[src/rtl/hack_alu_pipe.sv]
// hack_alu_pipe: two-stage pipelined Hack ALU with valid/ready on both sides.
// Ports: clk, rst (async, active-high), in_valid/in_ready, x, y,
//   ctrl={zx,nx,zy,ny,f,no}, out_valid/out_ready, out, zr, ng,
//   cy/ov (present only when ALU_OVF_EN is defined).
module hack_alu_pipe #(
  parameter int WIDTH = 16
) (
  input  logic             clk,
  input  logic             rst,
  input  logic             in_valid,
  output logic             in_ready,
  input  logic [WIDTH-1:0] x,
  input  logic [WIDTH-1:0] y,
  input  logic [5:0]       ctrl,
  output logic             out_valid,
  input  logic             out_ready,
  output logic [WIDTH-1:0] out,
  output logic             zr,
  output logic             ng
`ifdef ALU_OVF_EN
  ,
  output logic             cy,
  output logic             ov
`endif
);

  logic             r_s1_valid;
  logic [WIDTH-1:0] r_s1_xb;
  logic [WIDTH-1:0] r_s1_yb;
  logic             r_s1_f;
  logic             r_s1_no;

  logic             r_s2_valid;
  logic [WIDTH-1:0] r_out;
  logic             r_zr;
  logic             r_ng;

  logic             w_s2_adv;
  logic             w_s1_adv;
  logic             w_in_xfer;

  logic [WIDTH-1:0] w_xa;
  logic [WIDTH-1:0] w_xb;
  logic [WIDTH-1:0] w_ya;
  logic [WIDTH-1:0] w_yb;

  logic [WIDTH-1:0] w_sum;
  logic [WIDTH-1:0] w_r;
  logic [WIDTH-1:0] w_res;

  assign w_s2_adv  = !r_s2_valid || out_ready;
  assign w_s1_adv  = !r_s1_valid || w_s2_adv;
  assign w_in_xfer = in_valid && w_s1_adv;

  assign in_ready  = w_s1_adv;
  assign out_valid = r_s2_valid;
  assign out       = r_out;
  assign zr        = r_zr;
  assign ng        = r_ng;

  // Operand preconditioning happens before S1 so S2 only sees add/and.
  assign w_xa = ctrl[5] ? '0 : x;
  assign w_xb = ctrl[4] ? ~w_xa : w_xa;
  assign w_ya = ctrl[3] ? '0 : y;
  assign w_yb = ctrl[2] ? ~w_ya : w_ya;

`ifdef ALU_OVF_EN
  logic [WIDTH:0] w_sum_ext;
  logic           w_cy;
  logic           w_ov;
  logic           r_cy;
  logic           r_ov;

  assign w_sum_ext = {1'b0, r_s1_xb} + {1'b0, r_s1_yb};
  assign w_sum     = w_sum_ext[WIDTH-1:0];
  assign w_cy      = r_s1_f && w_sum_ext[WIDTH];
  assign w_ov      = r_s1_f
                  && (r_s1_xb[WIDTH-1] == r_s1_yb[WIDTH-1])
                  && (w_sum[WIDTH-1] != r_s1_xb[WIDTH-1]);
  assign cy        = r_cy;
  assign ov        = r_ov;
`else
  assign w_sum     = r_s1_xb + r_s1_yb;
`endif

  assign w_r   = r_s1_f ? w_sum : (r_s1_xb & r_s1_yb);
  assign w_res = r_s1_no ? ~w_r : w_r;

  always_ff @(posedge clk or posedge rst) begin
    if (rst) begin
      r_s1_valid <= 1'b0;
      r_s1_xb    <= '0;
      r_s1_yb    <= '0;
      r_s1_f     <= 1'b0;
      r_s1_no    <= 1'b0;
    end else begin
      if (w_s1_adv) begin
        r_s1_valid <= in_valid;
      end
      if (w_in_xfer) begin
        r_s1_xb <= w_xb;
        r_s1_yb <= w_yb;
        r_s1_f  <= ctrl[1];
        r_s1_no <= ctrl[0];
      end
    end
  end

  always_ff @(posedge clk or posedge rst) begin
    if (rst) begin
      r_s2_valid <= 1'b0;
      r_out      <= '0;
      r_zr       <= 1'b0;
      r_ng       <= 1'b0;
    end else begin
      if (w_s2_adv) begin
        r_s2_valid <= r_s1_valid;
      end
      if (w_s2_adv && r_s1_valid) begin
        r_out <= w_res;
        r_zr  <= (w_res == '0);
        r_ng  <= w_res[WIDTH-1];
      end
    end
  end

`ifdef ALU_OVF_EN
  always_ff @(posedge clk or posedge rst) begin
    if (rst) begin
      r_cy <= 1'b0;
      r_ov <= 1'b0;
    end else if (w_s2_adv && r_s1_valid) begin
      r_cy <= w_cy;
      r_ov <= w_ov;
    end
  end
`endif

endmodule

[config.mk]
export PLATFORM = sky130hd
export DESIGN_NAME = hack_alu_pipe
export DESIGN_NICKNAME = d
export VERILOG_FILES = /design/src/rtl/hack_alu_pipe.sv
export SDC_FILE = /design/constraint.sdc
export NUM_CORES = 1
export LEC_CHECK = 0
export ABC_AREA = 1
export CAP_MARGIN = 20
export CORE_ASPECT_RATIO = 0.6
export CORE_MARGIN = 2
export CORE_UTILIZATION = 55
export DETAILED_ROUTE_END_ITERATION = 10
export PLACE_DENSITY = 0.81
export SLEW_MARGIN = 20
export SYNTH_ARGS = -nofsm -noshare
export SYNTH_HDL_FRONTEND = slang
export SYNTH_SLANG_ARGS = --single-unit
[constraint.sdc]
create_clock -name clk -period 2.2 [get_ports clk]
set_input_delay 0.44 -clock clk [delete_from_list [all_inputs] [get_ports clk]]
set_output_delay 0.44 -clock clk [all_outputs]
set_load 0.05 [all_outputs]
==> impl_metrics.toml <==
[placed_design]
hpwl_mm = 7.729
dpl_worst_slack_ns = -0.1205
place_congestion = 0.8833
place_area_um2 = 4662
port-buffer-count = 61

[min_path]
hold_end = "out[8]"
min-delay-start = "out[8]"
hp-class = "flip-flop to flip-flop"
hold_depth = 2

[critical_path]
reg2reg_slack_ns = -0.06
cp-end-kind = "flip-flop"
criticalPathCategory = "flip-flop to flip-flop"
worst_setup_path_start_kind = "flip-flop"
rr_endpoint = "zr"
r2r_start = "r_s1_yb[0]"
worstPathMaxFanout = 5
r2r_cells = 15
crit_arrival_ns = 2.46
worstPathRequired_ns = 2.39

[cells_and_area]
syn_to_final_growth_pct = 24.45
drive_above_1_share_pct = 10.71
multi_input_area_um2 = 2382
seq_area_um2 = 1326
fin_nets = 693
n_fill_cell = 566
fin_area_um2 = 4942
n_antenna_cell = 0

[timing]
drv_slew = 0
final.period_utilization_pct = 102.9
fin_setup_tns_ns = -0.06482
rsz0062_at_grt = "true"
worstMarginPinSlew_ns = 0.5014
hold_viol = 0
period_needed_ns = 2.265
hold_slack_ns = 0.4832
max_slew_margin_pct = 66.47
fin_ws_ns = -0.06482
fin_skew_ns = 0.01068
setup_viol_count_final = 1
max_freq_mhz = 441.5

[power]
pwr-share-comb_pct = 52.5
power_density_nw_per_um2 = 1016
p_clk_share_pct = 20.2
p_leak_nw = 2.420
swShare_pct = 44.58
internal-power_mw = 2.782
seq_power_share_pct = 27.2
peakVddDrop_uv = 515.7
p_switching_mw = 2.238

[global_route]
antenna_found_initial = 0
grt_pass1_wl_mm = 17.70
grt_pass1_vias = 3942
groute.usage.overall_pct = 27.83
grt_max_degree = 67
grt.overflow.total = 0

[route]
drt-pass1-iter-count = 5
drc = 0
drt_wl_total_mm = 10.44
dr.first_iter.drc_count = 310
wl_per_cell_um = 14.45
antenna_left = 0
vias = 3998
drt-vias-per-instance = 5.537

[yosys]
syn-cell-area_um2 = 3971
synth_most_common_cell = "nand2_1"
synth_top_area_share_pct = 33.40
syn_inst = 578
ys_seq_area_share_pct = 33.40
yosys_warnings = 0
yosysUniqueCellTypes = 29
synth-async-reset-ratio_pct = 100.0
syn_area_per_cell_um2 = 6.871
synthTopCellsByArea = "dfrtp_1 (33%), nand2_1 (20%), nand3_1 (9.5%)"
synth_ff_type = "dfrtp_1"
synth_common_cells = "nand2_1 (207), nand3_1 (75), dfrtp_1 (53)"
syn_nets = 637
synth_edf_count = 0
synth_seq_cells = 53
synth_top_cell_by_area = "dfrtp_1"

[clock_network]
path_clk_slew_ns = 0.07
h-tree-depth = 2
cts_sinks = 53
clk_latency_ns = 0.30
cts_tree = "done"
clock_path_buffers = 2
cts-root-buf = "clkbuf_16"
cts_made_buffers = 5
postCtsHoldBufs = 0

[run_status]
violations = "negative setup slack"
status = "finished with violations"

[floorplanning]
core_um2 = 6820
die_w_um = 113.7
num_rows = 23
die_y_um = 69.82
initial_core_util_pct = 58.23
fp.dieArea_um2 = 7939
pin_count = 62

[run]
drv_cap = 0
==> how the worst max path moves through the flow <==
| stage | startpoint | cells after the start | to | slack (ns) |
|---|---|---|---|---|
| 3_5_place_dp | r_s1_yb[0] | 15 | zr | -0.12 |
| 5_1_grt | r_s1_yb[0] | 15 | zr | -0.16 |
| 3_3_place_gp | r_s1_xb[0] | 15 | zr | 0.01 |
| 4_1_cts | r_s1_yb[0] | 13 | zr | -0.02 |
| 6_report | r_s1_yb[0] | 15 | zr | -0.06 |
| 2_1_floorplan | out_valid | 5 | r_s1_xb[10] | 0.19 |
==> final cells by class <==
| class | count | share of cell area [%] |
|---|---|---|
| Sequential cell | 53 | 26.84 |
| Inverter | 51 | 3.873 |
| Timing Repair Buffer | 74 | 15.04 |
| Multi-Input combinational cell | 449 | 48.20 |
| Tap cell | 87 | 2.203 |
| Clock buffer | 5 | 2.532 |
| Clock inverter | 3 | 1.316 |
==> registers in the layout (all words and copies together), names as in the netlist <==
register / flops
r_s1_f: 1
out_valid: 1
r_s1_xb: 16
out: 16
zr: 1
r_s1_yb: 16
r_s1_valid: 1
r_s1_no: 1
==> logic make-up (layout without fill, tap and decap cells) <==
| logic type | after synthesis | count (layout) | share of synthesized area, % |
|---|---|---|---|
| buf+inv | 76 | 133 | 8.632 |
| compound gates | 61 | 61 | 8.349 |
| fa+ha+maj | 17 | 17 | 5.545 |
| simple gates | 338 | 338 | 36.80 |
| xor+xnor | 33 | 33 | 7.278 |
| flops | 53 | 53 | 33.40 |
==> metrics by stage <==
stage,cells,power (mW),util (%)
global placement,712,3.824,68.35
detailed placement,712,3.899,68.35
floorplan,578,3.202,-
finish,722,5.021,72.46
global route,722,5.354,72.46
CTS,721,4.938,71.47
==> critical path: stages, from the launching register on <==
cell and delay [ns]:
dfrtp_1 0.41, ha_4 0.18, fa_2 0.44, nand2_2 0.10, nand2_2 0.08, nand3_2 0.08
nand2_2 0.08, nand3b_1 0.14, buf_4 0.13, nand3_1 0.07, nand3_1 0.10, nand3_1 0.09
nand2_1 0.09, nor2_2 0.04, nand3_1 0.07, nand2_1 0.07
==> layout by cell type, fill, tap and decap left out, types with 3 or more instances in the layout <==
cell and n:
nand2_1 202, nand3_1 72, clkdlybuf4s50_1 60, dfrtp_1 53
inv_1 47, o21ai_0 43, xor2_1 32, nor2_1 22
nand2_2 14, ha_1 14, buf_4 11, nand3_2 8
nor2_2 8, a31oi_1 7, nand4_1 7, a21oi_2 5
clkbuf_16 5, a21oi_1 4, inv_2 3, buf_12 3
==> what timing repair did <==
action / 4_1_cts / 5_1_grt
gates resized for setup: 3 / 17
cloned: 0 / 0
setup endpoints to repair: 1 / 1
setup buffers: 1 / 1
pin swaps: 5 / 12
==> power groups by stage <==
stage / Sequential, mW / Combinational (mW) / Clock (mW)
detailed placement: 1.37 / 2.53 / 0
global route: 1.40 / 2.89 / 1.07
CTS: 1.36 / 2.55 / 1.03
global placement: 1.36 / 2.46 / 0
finish: 1.37 / 2.64 / 1.01
floorplan: 1.78 / 1.43 / 0
==> routing by layer <==
layer	part of all wire (%)	global-route usage [%]	up-vias
met4	2.0	9.214	0
met2	46	45.84	142
met3	6.3	5.157	29
li1	-	-	1965
met5	0	0	-
met1	46	37.15	1862
Note: power is estimated with default switching activity, not from simulation.
